==> config.mk <==
export PLATFORM = sky130hd
export DESIGN_NAME = buzzer_arbiter
export DESIGN_NICKNAME = d
export VERILOG_FILES = /design/src/rtl/buzzer_arbiter_pkg.sv /design/src/rtl/buzzer_arbiter_beep_pattern.sv /design/src/rtl/buzzer_arbiter.sv
export SDC_FILE = /design/constraint.sdc
export NUM_CORES = 1
export LEC_CHECK = 0
export BUFFER_PORTS_ARGS = -buffer_cell sky130_fd_sc_hd__buf_2
export CORE_UTILIZATION = 60
export CTS_BUF_LIST = sky130_fd_sc_hd__clkbuf_8
export CTS_CLUSTER_DIAMETER = 30
export DETAILED_ROUTE_END_ITERATION = 12
export PLACE_DENSITY_LB_ADDON = 0.08
export SLEW_MARGIN = 30
export SYNTH_ARGS = -nofsm -noshare
export SYNTH_HDL_FRONTEND = slang
export SYNTH_HIERARCHICAL = 1
export SYNTH_SLANG_ARGS = --single-unit
==> constraint.sdc <==
create_clock -name i_clk -period 16.1 [get_ports i_clk]
set_clock_uncertainty 0.15 [all_clocks]
set_input_delay 2.415 -clock i_clk [delete_from_list [all_inputs] [get_ports i_clk]]
set_output_delay 2.415 -clock i_clk [all_outputs]
set_load 0.005 [all_outputs]
==> src/rtl/buzzer_arbiter_pkg.sv <==
// Shared encodings and default timing for the piezo buzzer arbiter.
// State, source and tone codes live here so the top and the bench agree on them.
package buzzer_arbiter_pkg;

    typedef enum logic [1:0] {
        ST_IDLE   = 2'd0,
        ST_RING_T = 2'd1,
        ST_RING_A = 2'd2,
        ST_CHIME  = 2'd3
    } state_e;

    localparam logic [1:0] SRC_NONE  = 2'b00;
    localparam logic [1:0] SRC_CHIME = 2'b01;
    localparam logic [1:0] SRC_ALARM = 2'b10;
    localparam logic [1:0] SRC_TIMER = 2'b11;

    localparam logic [2:0] TONE_IDLE  = 3'd0;
    localparam logic [2:0] TONE_TIMER = 3'd5;
    localparam logic [2:0] TONE_ALARM = 3'd1;
    localparam logic [2:0] TONE_CHIME = 3'd7;

    localparam int DEF_TICKS_PER_SEC  = 1000;
    localparam int DEF_RING_TIMEOUT_S = 30;
    localparam int DEF_TIMER_ON_MS    = 500;
    localparam int DEF_ALARM_ON_MS    = 250;
    localparam int DEF_CHIME_MS       = 200;

    function automatic logic [1:0] src_of(input state_e s);
        case (s)
            ST_RING_T: return SRC_TIMER;
            ST_RING_A: return SRC_ALARM;
            ST_CHIME:  return SRC_CHIME;
            default:   return SRC_NONE;
        endcase
    endfunction

    function automatic logic [2:0] tone_of(input state_e s);
        case (s)
            ST_RING_T: return TONE_TIMER;
            ST_RING_A: return TONE_ALARM;
            ST_CHIME:  return TONE_CHIME;
            default:   return TONE_IDLE;
        endcase
    endfunction

    function automatic int max3(input int a, input int b, input int c);
        int m;
        m = (a > b) ? a : b;
        return (m > c) ? m : c;
    endfunction

endpackage

==> src/rtl/buzzer_arbiter_beep_pattern.sv <==
// Phase counter shared by all beep patterns; reloaded to zero on every state entry.
// Reports the on/off gate for the phase value that will be current after this edge.
module buzzer_arbiter_beep_pattern #(
    parameter int W = 10
) (
    input  logic         i_clk,
    input  logic         i_resetn,
    input  logic         i_clear,
    input  logic [W-1:0] i_on_len,
    input  logic [W-1:0] i_period,
    output logic [W-1:0] o_phase,
    output logic         o_on_nxt
);

    logic [W-1:0] r_phase;
    logic [W-1:0] w_phase_nxt;

    always_comb begin
        w_phase_nxt = r_phase + W'(1);
        if (i_clear || (r_phase >= i_period - W'(1))) begin
            w_phase_nxt = '0;
        end
    end

    always_ff @(posedge i_clk or negedge i_resetn) begin
        if (!i_resetn) begin
            r_phase <= '0;
        end else begin
            r_phase <= w_phase_nxt;
        end
    end

    assign o_phase  = r_phase;
    assign o_on_nxt = (w_phase_nxt < i_on_len);

endmodule

==> src/rtl/buzzer_arbiter.sv <==
// Fixed-priority arbiter sharing one piezo between timer, alarm and hourly chime,
// with per-source beep patterns, user STOP masking and auto-silence after a timeout.
//
// state     | meaning
// ST_IDLE   | piezo off, waiting for an effective request or chime pulse
// ST_RING_T | timer expired, 50% duty pattern of 2*TIMER_ON_MS
// ST_RING_A | alarm match, 50% duty pattern of 2*ALARM_ON_MS
// ST_CHIME  | single continuous beep of CHIME_MS ticks
module buzzer_arbiter
    import buzzer_arbiter_pkg::*;
#(
    parameter int TICKS_PER_SEC  = DEF_TICKS_PER_SEC,
    parameter int RING_TIMEOUT_S = DEF_RING_TIMEOUT_S,
    parameter int TIMER_ON_MS    = DEF_TIMER_ON_MS,
    parameter int ALARM_ON_MS    = DEF_ALARM_ON_MS,
    parameter int CHIME_MS       = DEF_CHIME_MS
) (
    input  logic       i_clk,
    input  logic       i_resetn,
    input  logic       i_req_timer,
    input  logic       i_req_alarm,
    input  logic       i_chime_p,
    input  logic       i_stop_en,
    output logic       o_piezo_en,
    output logic [2:0] o_piezo_tone,
    output logic [1:0] o_src,
    output logic       o_silenced
);

    localparam int RING_TICKS = RING_TIMEOUT_S * TICKS_PER_SEC;
    localparam int CNT_W      = (RING_TICKS > 1) ? $clog2(RING_TICKS) : 1;
    localparam int PH_MAX     = max3(2 * TIMER_ON_MS, 2 * ALARM_ON_MS, CHIME_MS);
    localparam int PH_W       = $clog2(PH_MAX + 1);

    localparam logic [CNT_W-1:0] RING_LAST  = CNT_W'(RING_TICKS - 1);
    localparam logic [PH_W-1:0]  CHIME_LAST = PH_W'(CHIME_MS - 1);

    state_e             r_state;
    state_e             w_state_nxt;
    logic [CNT_W-1:0]   r_ring_cnt;
    logic [CNT_W-1:0]   w_ring_cnt_nxt;
    logic               r_mask_t;
    logic               r_mask_a;
    logic               w_mask_t_nxt;
    logic               w_mask_a_nxt;
    logic               w_set_t;
    logic               w_set_a;
    logic               w_et;
    logic               w_ea;
    logic               w_ringing;
    logic               w_timeout;
    logic               w_clear;
    logic [PH_W-1:0]    w_phase;
    logic [PH_W-1:0]    w_on_len;
    logic [PH_W-1:0]    w_period;
    logic               w_on_nxt;

    assign w_et      = i_req_timer & ~r_mask_t;
    assign w_ea      = i_req_alarm & ~r_mask_a;
    assign w_ringing = (r_state == ST_RING_T) || (r_state == ST_RING_A);
    assign w_timeout = w_ringing && (r_ring_cnt == RING_LAST);

    always_comb begin
        w_state_nxt = r_state;
        w_set_t     = 1'b0;
        w_set_a     = 1'b0;
        if (i_stop_en && (r_state != ST_IDLE)) begin
            w_state_nxt = ST_IDLE;
            w_set_t     = (r_state == ST_RING_T);
            w_set_a     = (r_state == ST_RING_A);
        end else if (w_timeout) begin
            w_state_nxt = ST_IDLE;
            w_set_t     = (r_state == ST_RING_T);
            w_set_a     = (r_state == ST_RING_A);
        end else if (w_et) begin
            w_state_nxt = ST_RING_T;
        end else if (w_ea) begin
            w_state_nxt = ST_RING_A;
        end else if (w_ringing) begin
            w_state_nxt = ST_IDLE;
        end else if ((r_state == ST_IDLE) && i_chime_p) begin
            w_state_nxt = ST_CHIME;
        end else if ((r_state == ST_CHIME) && (w_phase == CHIME_LAST)) begin
            w_state_nxt = ST_IDLE;
        end
    end

    assign w_clear = (w_state_nxt != r_state);

    // A released request always clears its mask, even on an edge that would set it.
    assign w_mask_t_nxt = i_req_timer & (r_mask_t | w_set_t);
    assign w_mask_a_nxt = i_req_alarm & (r_mask_a | w_set_a);

    always_comb begin
        w_ring_cnt_nxt = r_ring_cnt + CNT_W'(1);
        if (w_clear || !w_ringing) begin
            w_ring_cnt_nxt = '0;
        end
    end

    always_comb begin
        w_on_len = '0;
        w_period = PH_W'(1);
        case (w_state_nxt)
            ST_RING_T: begin
                w_on_len = PH_W'(TIMER_ON_MS);
                w_period = PH_W'(2 * TIMER_ON_MS);
            end
            ST_RING_A: begin
                w_on_len = PH_W'(ALARM_ON_MS);
                w_period = PH_W'(2 * ALARM_ON_MS);
            end
            ST_CHIME: begin
                w_on_len = PH_W'(CHIME_MS);
                w_period = PH_W'(CHIME_MS);
            end
            default: begin
                w_on_len = '0;
                w_period = PH_W'(1);
            end
        endcase
    end

    buzzer_arbiter_beep_pattern #(
        .W (PH_W)
    ) u_beep_pattern (
        .i_clk    (i_clk),
        .i_resetn (i_resetn),
        .i_clear  (w_clear),
        .i_on_len (w_on_len),
        .i_period (w_period),
        .o_phase  (w_phase),
        .o_on_nxt (w_on_nxt)
    );

    always_ff @(posedge i_clk or negedge i_resetn) begin
        if (!i_resetn) begin
            r_state      <= ST_IDLE;
            r_ring_cnt   <= '0;
            r_mask_t     <= 1'b0;
            r_mask_a     <= 1'b0;
            o_piezo_en   <= 1'b0;
            o_piezo_tone <= TONE_IDLE;
            o_src        <= SRC_NONE;
            o_silenced   <= 1'b0;
        end else begin
            r_state      <= w_state_nxt;
            r_ring_cnt   <= w_ring_cnt_nxt;
            r_mask_t     <= w_mask_t_nxt;
            r_mask_a     <= w_mask_a_nxt;
            o_piezo_en   <= (w_state_nxt != ST_IDLE) && w_on_nxt;
            o_piezo_tone <= tone_of(w_state_nxt);
            o_src        <= src_of(w_state_nxt);
            o_silenced   <= w_mask_t_nxt | w_mask_a_nxt;
        end
    end

endmodule

# Word level (Yosys, flattened, before mapping)
# Cells that the tools add are included.
# word_totals
mem_bits_rw	0
n_memories	0
inputBits	6
latchBits	0
romBits	0
output_inout_bits	7
elab_cells	61
register_bits	36
# classes
n_bitwise	9
n_addsub	3
n_shift	0
eq_ne	9
n_reduce_logical	12
div_mod_pow	0
mux	17
n_mul	0
n_lt_le_gt_ge	2
# op_table
op	n
$pmux W10 S3	1
$pmux W9 S3	1
$add A15 B1 Y15 const B	1
$eq A15 B15 Y1 const B	1
$mux W15	1
$mux W2	7
$add A10 B1 Y10 const B	1
$eq A10 B8 Y1 const B	1
$ge A10 B10 Y1	1
$lt A10 B9 Y1	1
$mux W10	1
$sub A10 B1 Y10 const B	1
$pmux W3 S3	1
$eq A2 B2 Y1 const B	4
$pmux W2 S3	1
$logic_and A1 B1 Y1	5
$and A1 B1 Y1	4
$eq A2 B1 Y1 const B	2
$mux W1	4
$reduce_bool A2 Y1	2
$logic_or A1 B1 Y1	3
$or A1 B1 Y1	3
$logic_not A2 Y1	1
$ne A2 B2 Y1	1
2 further kinds	3

# Depth between registers and ports, before layout
# Gate-level depths: netlist (run 1).
# logic_depth
word_depth	17
ltp_mapped	25
depth_no_buf	24

# By module
# Netlist (run 1), hierarchy kept.
# modules_own_cells
module	seq_area_each_um2	instances	cells_each	area_per_inst_um2
buzzer_arbiter	600.6	1	137	1451.4
buzzer_arbiter_beep_pattern	250.2	1	117	1076.0

# Worst setup path after synthesis (run 1)
# OpenSTA, ideal clock, no wires.
# synth_timing
kind	in2reg
start	input i_req_timer
end	register o_piezo_en
t_arrival_ns	6.270
setup_slack_ns	9.607
setup_ns	0.073
cell_stages	22
path_buffers	1
required_time_ns	15.877
path_cell_list	or2b_2 o21ai_0 and3_2 nand2_1 ha_1 nor4_2 nand2_1 nor3_1 xnor2_1 ha_1 nor2b_1 o21ai_4 o211ai_2 buf_6 nor2_2 ha_1 a211oi_1 nor2_1 a211oi_1 o221a_1 o31a_1 nor2b_1
# synth_via
elab_cells_between_ends	17
# synth_rtl
item	line_no	text
start: declaration	buzzer_arbiter.sv:20	input logic i_req_timer,
$and A1 B1 Y1 *	buzzer_arbiter.sv:58	assign w_et = i_req_timer & ~r_mask_t;
$mux W2 *	buzzer_arbiter.sv:75	end else if (w_et) begin
$mux W2 *	buzzer_arbiter.sv:71	end else if (w_timeout) begin
$mux W2 *	buzzer_arbiter.sv:67	if (i_stop_en && (r_state != ST_IDLE)) begin
$eq A2 B2 Y1 / $eq A2 B1 Y1 (equally long branches)	buzzer_arbiter.sv:104	case (w_state_nxt)
$pmux W9 S3 *	buzzer_arbiter.sv:104	
via w_on_len[4]	buzzer_arbiter.sv:54	logic [PH_W-1:0] w_on_len;
$lt A10 B9 Y1 *	buzzer_arbiter_beep_pattern.sv:34	assign o_on_nxt = (w_phase_nxt < i_on_len);
via w_on_nxt	buzzer_arbiter.sv:56	logic w_on_nxt;
$logic_and A1 B1 Y1 *	buzzer_arbiter.sv:151	o_piezo_en <= (w_state_nxt != ST_IDLE) && w_on_nxt;
end signal: assignment	buzzer_arbiter.sv:151	
end: declaration	buzzer_arbiter.sv:24	output logic o_piezo_en,
# Mark *: on every way through the listed nets, which the timed path passes. The rest lies on a longest branch.

# Final worst setup path (run 1)
# Ends and elaborated chain as after synthesis.

==> summary.txt, run 1 <==
Power
  • Power Total: 0.4513 mW
  • Leak: 1.211 nW
  • Worst IR Drop VDD: 0.00006647 V
  • Clock Power Share: 0.214
  • NetSw: 0.2010 mW
  • Sw frac: 0.4453
  • Sequential share of power: 0.246
  • P_int: 0.2504 mW
  • Power Density: approximately 160 mW/mm2
  • Comb pwr share: 0.541

Timing
  • Rel. slew slack: 0.4778
  • Worst-margin pin slew: 0.7833 ns
  • Max Fclk: 143.0 MHz
  • Worst Setup Slack, final: 9.105 ns
  • Worst hold slack: around 0.37 ns
  • Fin crit share: 0.4345
  • RSZ-0062 raised after global routing: no
  • Fin. max-slew vios: 0
  • Final setup vio count: 0
  • Final Hold Viols: 0
  • Min cycle time layout: approximately 7 ns
  • Final TNS setup: 0 ns

Clocking
  • Clk root buf: clkbuf_8
  • CTS buffer count: 5
  • Post-CTS setup buffer count: 0
  • Hold buffer count at CTS: 0
  • H-Tree Depth: 2
  • Post-CTS sizing: 0
  • CTS tree: built
  • Sink Count: 34
  • Clock slew at reported path FFs: 0.07 ns
  • Clock buffer depth: 2
  • Clk_lat worst skew: 0.30 ns

Worst setup path
  • Cells on worst reg2reg path: 22
  • Max incr delay on CP: 0.61 ns
  • CP startpoint kind: input pin
  • Crit-path max FO: 11
  • Slack of the worst reg-to-reg path: 10.02 ns
  • FF-to-FF Start: r_state[0]
  • FF-to-FF End: o_piezo_en
  • Cells along the critical path: buf_2, or2b_2, o21ai_0, and3_2, nand2_1, ha_1, nor4_2, nand2_1, nor3_1, xnor2_1, ha_1, nand4_1, o211ai_2, nor2_2, ha_1, nand4_1, nor3_1, nand2_1, o221a_1, o31a_1, nor2b_1
  • Setup crit end kind: flop
  • CP arrival: around 7.0 ns
  • Worst endpoint required time: between 15 and 20 ns
  • CP max-delay cell: o211ai_2
  • Setup CP Type: in -> reg

Drt
  • Drt first pass iters: 5
  • Drt first-iter violations: 82
  • Wirelength, routed: between 4000 and 5000 um
  • # DRC: 0
  • Number of vias in the routed layout: around 1900
  • DRT antenna net count: 0
  • Drt via density: 5.805
  • DR WL/cell: 15.15 um

Final layout
  • Filler cells: roughly 330
  • Final net count: 308
  • Ant. Diodes: 0
  • Commonest non-fill, non-tap cell in the layout: dfrtp_1
  • Reg area: 850.8 um2
  • Fin util: 0.6848
  • Share of cells above drive strength 1: 0.2015
  • Most frequent cells in the layout: 34 x dfrtp_1, 30 x ha_1, 22 x inv_1, 18 x nand2_1, 18 x xnor2_1
  • Area delta synth->final: 9.159%
  • Area of the multi-input gates: 0.001565 mm2

Global routing
  • First-pass GRT wire length: ~8400 um
  • Total GRT Usage: 0.2540
  • Largest net degree at the start of global routing: 35
  • Vias in the first global route: 1739
  • Initial antenna violation count: 0
  • GR Overflow Total: 0

Worst hold path
  • Hold Path Sink: r_mask_t
  • Hold path start: r_mask_t
  • WHS Path Cells: 2
  • Hold Crit Class: reg -> reg

Synth
  • Avg Inst Size Synth: around 10 um2
  • Cell variety after synth: 51
  • Synthesized area: around 0.0025 mm2
  • Async SR Flop Fraction: 1.000
  • Seq/Total Area, Yosys: 0.3366
  • Syn Inst Count: 254
  • Synthesis Warnings: 6
  • Synth Register Bits: 34
  • Top_reg_cell synth: dfrtp_1
  • EDFF count, synth: 0

Floorplan
  • # rows: 23
  • Die X: 66.90 um
  • Full die area: 0.004476 mm2
  • Num ports: 13
  • Vert. Die Dim: 66.90 um
  • Core area: a little over 0.004 mm2
  • Starting Density: 0.6273

Place
  • Final RePlAce weighted congestion: 0.8683
  • PortBufs: 12
  • Detailed placement HPWL: 3484 um
  • Worst slack, placed: 8.795 ns

Outcome
  • Status: completed

Run
  • Maxcap violations: 0
==> registers in the layout (all words and copies together), names as in the netlist <==
signal and cells:
r_ring_cnt 15, u_beep_pattern/o_phase 10, o_piezo_tone 2, r_state 2, o_piezo_en 1, o_silenced 1, o_src 1, r_mask_a 1
r_mask_t 1
==> area by class of cell <==
cell class,instances,area share
inverter,22,0.02993
sequential,34,0.3084
multi-input combinational,197,0.5673
timing repair buffer,12,0.02177
clock inverter,3,0.02494
clock buffer,5,0.02494
tap,50,0.02268
==> how the worst max path moves through the flow <==
stage,from,slack [ns],end,cells after the start
6_report,i_req_timer,9.10,o_piezo_en,21
3_3_place_gp,i_req_timer,8.94,o_piezo_en,21
3_5_place_dp,i_req_timer,8.79,o_piezo_en,21
4_1_cts,i_req_timer,9.10,o_piezo_en,21
2_1_floorplan,i_req_timer,9.61,o_piezo_en,22
5_1_grt,i_req_timer,8.73,o_piezo_en,21
==> stage by stage <==
step | cells | instance area, um2
after global routing | 323 | 2759
final | 323 | 2759
after detailed placement | 315 | 2614
after global placement | 315 | 2614
after CTS | 323 | 2751
after floorplan | 259 | 2546
==> synthesized netlist by cell type (3+ instances only) <==
master    count  area [um2]
xor2_1       11       96.34
a211oi_1      3       22.52
nand2_1      18       67.56
inv_1        22       82.58
nor2_2        9       56.30
buf_4         3       22.52
nand4_1       9       56.30
and3_1        4       25.02
a21oi_1       6       30.03
dfrtp_1      34       850.8
xnor2_1      18       157.7
nand3_1       9       45.04
nor4_1        7       43.79
nor4_2        9       112.6
ha_1         30       375.4
nor2_1       12       45.04
nor3_1        8       40.04
==> power by group through the flow <==
stage / combinational, mW / clock [mW] / sequential, mW
floorplan: 0.205 / 0 / 0.109
global placement: 0.239 / 0 / 0.112
detailed placement: 0.241 / 0 / 0.112
CTS: 0.243 / 0.0973 / 0.111
global route: 0.275 / 0.101 / 0.113
finish: 0.244 / 0.0964 / 0.111
==> critical path, delay by kind of cell <==
| family | cells | cell delay (ns) |
|---|---|---|
| buf+inv | 1 | 0.08 |
| compound gates | 4 | 1.09 |
| xor+xnor | 1 | 0.09 |
| fa+ha+maj | 3 | 1.07 |
| simple gates | 12 | 2.26 |
==> cells by family (layout without fill, tap and decap cells) <==
logic type	Yosys count	after routing	share of synthesized area
AOI/OAI and AO/OA	26	26	0.09209
xor gates and xnor gates	29	29	0.1005
and+or+nand+nor	106	106	0.2663
DFF	34	34	0.3366
buffers and inverters	28	42	0.05445
other	1	6	0.001484
adders and majority gates	30	30	0.1485
==> routing by layer <==
layer / vias up / global-route usage / routed length, um
li1: 934 / - / -
met5: - / 0 / 0
met4: 0 / 0.07181 / 57
met1: 906 / 0.3814 / 2571
met2: 29 / 0.3611 / 2105
met3: 6 / 0.05137 / 161
(Power assumes the default switching activity.)
==> inputs of run 2 (changes only) <==
--- a/config.mk
+++ b/config.mk
@@ -6,7 +6,7 @@
 export NUM_CORES = 1
 export LEC_CHECK = 0
 export BUFFER_PORTS_ARGS = -buffer_cell sky130_fd_sc_hd__buf_2
-export CORE_UTILIZATION = 60
+export CORE_UTILIZATION = 57
 export CTS_BUF_LIST = sky130_fd_sc_hd__clkbuf_8
 export CTS_CLUSTER_DIAMETER = 30
 export DETAILED_ROUTE_END_ITERATION = 12
==> constraint.sdc (replaced) <==
create_clock -name i_clk -period 6.4 [get_ports i_clk]
set_clock_uncertainty 0.15 [all_clocks]
set_input_delay 0.96 -clock i_clk [delete_from_list [all_inputs] [get_ports i_clk]]
set_output_delay 0.96 -clock i_clk [all_outputs]
set_load 0.005 [all_outputs]
==> run 2 against run 1 <==
Clock power up 75%. Worst hold slack about the same. Setup slack worse by 8.7 ns. Sequential share of layout area rose by 0.48 points. Largest power group unchanged.
==> summary.txt, run 2 (same netlist as run 1, synthesis figures left out) <==
Clocking
  • CTS tree: built
  • Post-CTS setup buffer count: 0 (unchanged)
  • Clock slew at reported path FFs: 0.07 ns (about the same)
  • H-Tree Depth: 2 (unchanged)
  • Clk root buf: clkbuf_8
  • Clock buffer depth: 2 (unchanged)
  • CTS buffer count: 5 (unchanged)
  • Hold buffer count at CTS: 0 (unchanged)
  • Sink Count: 34 (unchanged)
  • Post-CTS sizing: 0 (unchanged)
  • Clk_lat worst skew: 0.29 ns (about the same)

Final layout
  • Post-route cell area: 0.002716 mm2 (-1.5%)
  • Ant. Diodes: 0 (unchanged)
  • Non-Filler Instances: 324 (+0.31%)
  • Filler cells: 357 (+8.5%)
  • Most frequent cells in the layout: 34 x dfrtp_1, 30 x ha_1, 22 x inv_1, 18 x nand2_1, 18 x xnor2_1
  • Max FFs per register: 15 (unchanged)
  • Final net count: 309 (+0.32%)
  • Largest Register: r_ring_cnt
  • Share of cells above drive strength 1: 0.2044 (+0.002914)
  • Commonest non-fill, non-tap cell in the layout: dfrtp_1
  • Fin util: 0.6601 (-0.02470)
  • Area delta synth->final: 7.475%

Worst setup path
  • Crit-path max FO: 15 (+4)
  • CP startpoint kind: flop
  • CP arrival: 6.02 ns (-1.00 ns)
  • Setup crit end kind: flop
  • Worst endpoint required time: 6.42 ns (-9.70 ns)
  • Setup CP Type: reg -> reg

Place
  • Placed Area: 0.002621 mm2 (+0.29%)
  • Dpl cells: 316 (+0.32%)
  • Final RePlAce weighted congestion: 0.8275 (-4.7%)
  • Detailed placement HPWL: 3580 um (+2.7%)
  • PortBufs: 12 (unchanged)

Global routing
  • First-pass GRT wire length: 7769 um (-7.4%)
  • Vias in the first global route: 1615 (-7.1%)
  • GR Overflow Total: 0 (unchanged)
  • Largest net degree at the start of global routing: 35 (unchanged)
  • Total GRT Usage: 0.2302 (-0.02382)
  • Initial antenna violation count: 0 (unchanged)

Timing
  • Final Hold Viols: 0 (unchanged)
  • Worst-margin pin slew: 0.7411 ns (-0.04219 ns)
  • RSZ-0062 raised after global routing: no
  • Rel. slew slack: 0.5059 (+0.02812)
  • Final TNS setup: 0 ns (unchanged)
  • Fin. max-slew vios: 0 (unchanged)
  • Fin crit share: 0.9382
  • Max Fclk: 166.5 MHz
  • Min cycle time layout: 6.004 ns
  • Final setup vio count: 0 (unchanged)

Floorplan
  • Num ports: 13 (unchanged)
  • # rows: 23 (unchanged)
  • Starting Density: 0.6142 (-0.01316)
  • Die X: 68.59 um (+2.5%)
  • Full die area: 0.004705 mm2 (+5.1%)
  • Core area: 0.004115 mm2 (+2.1%)
  • Vert. Die Dim: 68.59 um (+2.5%)

Run
  • Maxcap violations: 0 (unchanged)

Power
  • Power Density: 390.0 mW/mm2 (+140%)
  • Worst IR Drop VDD: 0.0001565 V (+140%)
  • Leak: 1.193 nW (-1.5%)

Drt
  • Number of vias in the routed layout: 1836 (-2.1%)
  • Drt via density: 5.667 (-2.4%)
  • DR WL/cell: 14.74 um (-2.7%)
  • Drt first-iter violations: 79 (-3.7%)
  • # DRC: 0 (unchanged)
  • Drt first pass iters: 4 (-1)
  • DRT antenna net count: 0 (unchanged)
  • Wirelength, routed: 4776 um (-2.4%)

Outcome
  • Status: completed

Worst hold path
  • Hold Crit Class: reg -> reg
==> run 2: changes by cell type in the layout (fill, tap and decap cells not counted) <==
cell,previous run,this run
bufinv_16,2,0
a21oi_2,0,1
a21oi_4,1,0
buf_4,0,1
clkbuf_8,5,6
clkinv_2,0,1
clkinv_4,1,0
clkinvlp_4,0,1
==> run 2: power by group <==
| group | internal [mW] | switching, mW |
|---|---|---|
| Sequential | 0.246 | 0.0320 |
| Combinational | 0.230 | 0.383 |
| Clock | 0.0865 | 0.0825 |
| Total | 0.562 | 0.497 |
==> run 2: metal layers <==
metal,track usage,wire length (um)
met5,0,0
met4,0.07031,67
met3,0.04934,172
met2,0.3174,1975
met1,0.3522,2562
==> run 2: cell type report <==
class	count	area, um2	area share
tap	50	62.56	0.02303
inverter	22	82.58	0.03040
sequential	34	850.8	0.3132
multi-input combinational	197	1558	0.5735
timing repair buffer	13	67.56	0.02487
clock inverter	2	12.51	0.004606
clock buffer	6	82.58	0.03040
==> run 2: path summary, 6_finish.rpt <==
check / cells past startpoint / end / from / slack [ns]
setup / recovery: 22 / o_piezo_en / r_state[0] / 0.40
hold / removal: 1 / r_ring_cnt[0] / r_ring_cnt[0] / 0.37
setup reg to reg: 22 / o_piezo_en / r_state[0] / 0.40
hold reg to reg: 1 / r_ring_cnt[0] / r_ring_cnt[0] / 0.37
max in group asynchronous: 1 / o_piezo_en / i_resetn / 5.04
min in group asynchronous: 1 / o_silenced / i_resetn / 0.58
==> run 2: through the flow <==
stage | power (mW) | hold WS [ns] | setup slack [ns]
CTS | 1.067 | 0.3649 | 0.3916
floorplan | 0.7910 | 0.3183 | 1.227
finish | 1.059 | 0.3682 | 0.3957
global placement | 0.8924 | 0.3442 | 0.5579
detailed placement | 0.8923 | 0.3533 | 0.3997
global route | 1.143 | 0.3838 | 0.04170
==> run 2: worst max-delay path, cell delays in order (launching register included) <==
cell and delay, ns:
dfrtp_1 0.51, inv_1 0.11, ha_1 0.34, inv_1 0.51
o211a_1 0.29, and2_2 0.17, nand2b_1 0.08, ha_1 0.43
nor4_2 0.36, nand2_1 0.14, nor3_1 0.21, xnor2_1 0.10
ha_1 0.33, nand4_1 0.12, o211ai_2 0.61, nor2_2 0.11
ha_1 0.31, nand4_1 0.13, nor3_1 0.28, nand2_1 0.11
o221a_1 0.23, o31a_1 0.11, nor2b_1 0.13
==> inputs of run 3 (changes only) <==
--- a/config.mk
+++ b/config.mk
@@ -6,7 +6,7 @@
 export NUM_CORES = 1
 export LEC_CHECK = 0
 export BUFFER_PORTS_ARGS = -buffer_cell sky130_fd_sc_hd__buf_2
-export CORE_UTILIZATION = 57
+export CORE_UTILIZATION = 45
 export CTS_BUF_LIST = sky130_fd_sc_hd__clkbuf_8
 export CTS_CLUSTER_DIAMETER = 30
 export DETAILED_ROUTE_END_ITERATION = 12
==> run 3 against run 2 <==
Maximum frequency up 3.9%. Wire length rose by 5.7%. Setup slack better by 0.23 ns. Utilization down 14 points.
==> summary.txt, run 3 (same netlist as run 1, synthesis figures left out) <==
Outcome
  • Status: completed

Clocking
  • Clk root buf: clkbuf_8
  • CTS tree: built
  • Hold buffer count at CTS: 0 (unchanged)
  • Clock buffer depth: 2 (unchanged)
  • Clock slew at reported path FFs: 0.07 ns (about the same)
  • CTS buffer count: 5 (unchanged)
  • H-Tree Depth: 2 (unchanged)
  • Clk_lat worst skew: 0.29 ns (about the same)
  • Sink Count: 34 (unchanged)

Global routing
  • First-pass GRT wire length: 9335 um (+20%)
  • GR Util met1: 0.3080 (-0.04418)
  • Vias in the first global route: 1845 (+14%)
  • Busiest layer in global routing: met1
  • Initial antenna violation count: 0 (unchanged)
  • Total GRT Usage: 0.2003 (-0.02985)
  • Met2 usage: 0.2821 (-0.03526)
  • Met3 Use GR: 0.04048 (-0.008866)
  • Largest net degree at the start of global routing: 35 (unchanged)
  • GR Overflow Total: 0 (unchanged)

Place
  • Detailed placement HPWL: 3735 um (+4.3%)
  • PortBufs: 12 (unchanged)
  • Worst slack, placed: 0.4886 ns (+0.08895 ns)
  • Final RePlAce weighted congestion: 0.8186 (-1.1%)

Timing
  • Final Hold Viols: 0 (unchanged)
  • Fin. max-slew vios: 0 (unchanged)
  • Min cycle time layout: 5.778 ns (-0.2261 ns)
  • Final TNS setup: 0 ns (unchanged)
  • Worst-margin pin slew: 0.7641 ns (+0.02299 ns)
  • RSZ-0062 raised after global routing: no
  • Max Fclk: 173.1 MHz (+3.9%)
  • Worst Setup Slack, final: 0.6218 ns (+0.2261 ns)
  • Final setup vio count: 0 (unchanged)
  • Rel. slew slack: 0.4906 (-0.01532)
  • Fin crit share: 0.9028 (-0.03533)

Worst setup path
  • FF-to-FF Start: r_state[0]
  • Cells on worst reg2reg path: 22 (unchanged)
  • CP max-delay cell: or4_4
  • Most frequent CP cell: ha_1
  • Max incr delay on CP: 0.61 ns (about the same)
  • CP startpoint kind: flop
  • Crit-path max FO: 11 (-4)
  • Setup CP Type: reg -> reg
  • FF-to-FF End: o_piezo_en
  • Worst endpoint required time: 6.42 ns (about the same)
  • CP arrival: 5.80 ns (-0.22 ns)
  • Bufs and invs on worst path: 1 (-1)
  • Cells along the critical path: inv_1, ha_1, nand4b_1, or4_4, and3_2, nand2_1, ha_1, nor4_2, nand2_1, nor3_1, xnor2_1, ha_1, nand4_1, o211ai_4, nor2_2, ha_1, nand4_1, nor3_1, nand2_1, o221a_1, o31a_1, nor2b_1
  • Delay-heaviest family, CP: simple AND/OR/NAND/NOR gates
  • WP depth: 22 (unchanged)
  • Setup crit end kind: flop
  • Slack of the worst reg-to-reg path: 0.62 ns (+0.23 ns)

Floorplan
  • Die X: 76.95 um (+12%)
  • # rows: 26 (+13%)
  • Vert. Die Dim: 76.95 um (+12%)
  • Full die area: 0.005921 mm2 (+26%)
  • Num ports: 13 (unchanged)
  • Starting Density: 0.4796 (-0.1346)
  • Core area: 0.005270 mm2 (+28%)

Drt
  • DR WL/cell: 14.63 um (-0.76%)
  • Drt via density: 5.194 (-8.3%)
  • Number of vias in the routed layout: 1792 (-2.4%)
  • Wirelength, routed: 5047 um (+5.7%)
  • Drt first-iter violations: 97 (+23%)
  • Drt first pass iters: 4 (unchanged)
  • # DRC: 0 (unchanged)
  • DRT antenna net count: 0 (unchanged)

Final layout
  • Max FFs per register: 15 (unchanged)
  • Reg area: 850.8 um2 (unchanged)
  • Area of the multi-input gates: 0.001567 mm2 (+0.56%)
  • Final net count: 310 (+0.32%)
  • Largest Register: r_ring_cnt
  • Filler cells: 517 (+45%)
  • Most frequent cells in the layout: 34 x dfrtp_1, 30 x ha_1, 22 x inv_1, 18 x nand2_1, 18 x xnor2_1
  • Area delta synth->final: 9.109%
  • Share of cells above drive strength 1: 0.2073 (+0.002893)
  • Ant. Diodes: 0 (unchanged)
  • Commonest non-fill, non-tap cell in the layout: dfrtp_1

Power
  • Leak: 1.197 nW (+0.37%)
  • Power Density: 392.1 mW/mm2 (+0.55%)
  • Power Total: 1.081 mW (+2.1%)
  • Worst IR Drop VDD: 0.0002035 V (+30%)

Worst hold path
  • Hold Path Sink: r_mask_t
  • WHS Path Cells: 2 (+1)
  • Hold path start: r_mask_t
  • Hold Crit Class: reg -> reg

Run
  • Maxcap violations: 0 (unchanged)
## run 3: cell count changes in the layout (fill, tap and decap cells not counted), sizes merged
cell	change
buf	+1
## run 3: what timing repair did
action	in CTS	in global routing
endpoints found under the hold margin	0	0
resized for setup	0	1
endpoints found under the setup margin	0	1
setup buffers	0	0
## run 3: worst min-delay path, delay by kind of cell (launching register included)
kind             cells  cell delay, ns
AND/OR/NAND/NOR      1            0.07
AO/OA/AOI/OAI        1            0.05
flip-flops           1            0.35
## run 3: per-stage QoR
step                  util  area (um2)  hold WS [ns]  cells
finish              0.5233        2758        0.3610    345
global route        0.5233        2758        0.4057    345
floorplan                -        2546        0.3183    259
detailed placement  0.5036        2654        0.3494    337
global placement    0.5036        2654        0.3476    337
CTS                 0.5216        2749        0.3629    345
## run 3: how the worst max path moves through the flow
stage	start	end	slack (ns)
after floorplan	r_state[0]	o_piezo_en	1.23
after global placement	r_state[0]	o_piezo_en	0.58
after detailed placement	r_state[0]	o_piezo_en	0.49
after CTS	r_state[0]	o_piezo_en	0.48
after global routing	r_state[0]	o_piezo_en	0.05
final	r_state[0]	o_piezo_en	0.62
## run 3: report_power, final
| part | internal (mW) | switching (mW) | total (mW) |
|---|---|---|---|
| combinational | 0.239 | 0.394 | 0.632 |
| sequential | 0.246 | 0.0339 | 0.280 |
| clock | 0.0865 | 0.0828 | 0.169 |
| total | 0.571 | 0.511 | 1.08 |
## run 3: final cells by class
cell class / instances / share of cell area
Clock buffer: 6 / 0.02995
Clock inverter: 2 / 0.004537
Inverter: 22 / 0.02995
Multi-Input combinational cell: 197 / 0.5681
Sequential cell: 34 / 0.3085
Tap cell: 70 / 0.03176
Timing Repair Buffer: 14 / 0.02722
## run 3: metal layers
metal | vias up | wire (um)
li1 | 929 | -
met1 | 828 | 2817
met2 | 29 | 2007
met3 | 6 | 170
met4 | 0 | 52
met5 | - | 0
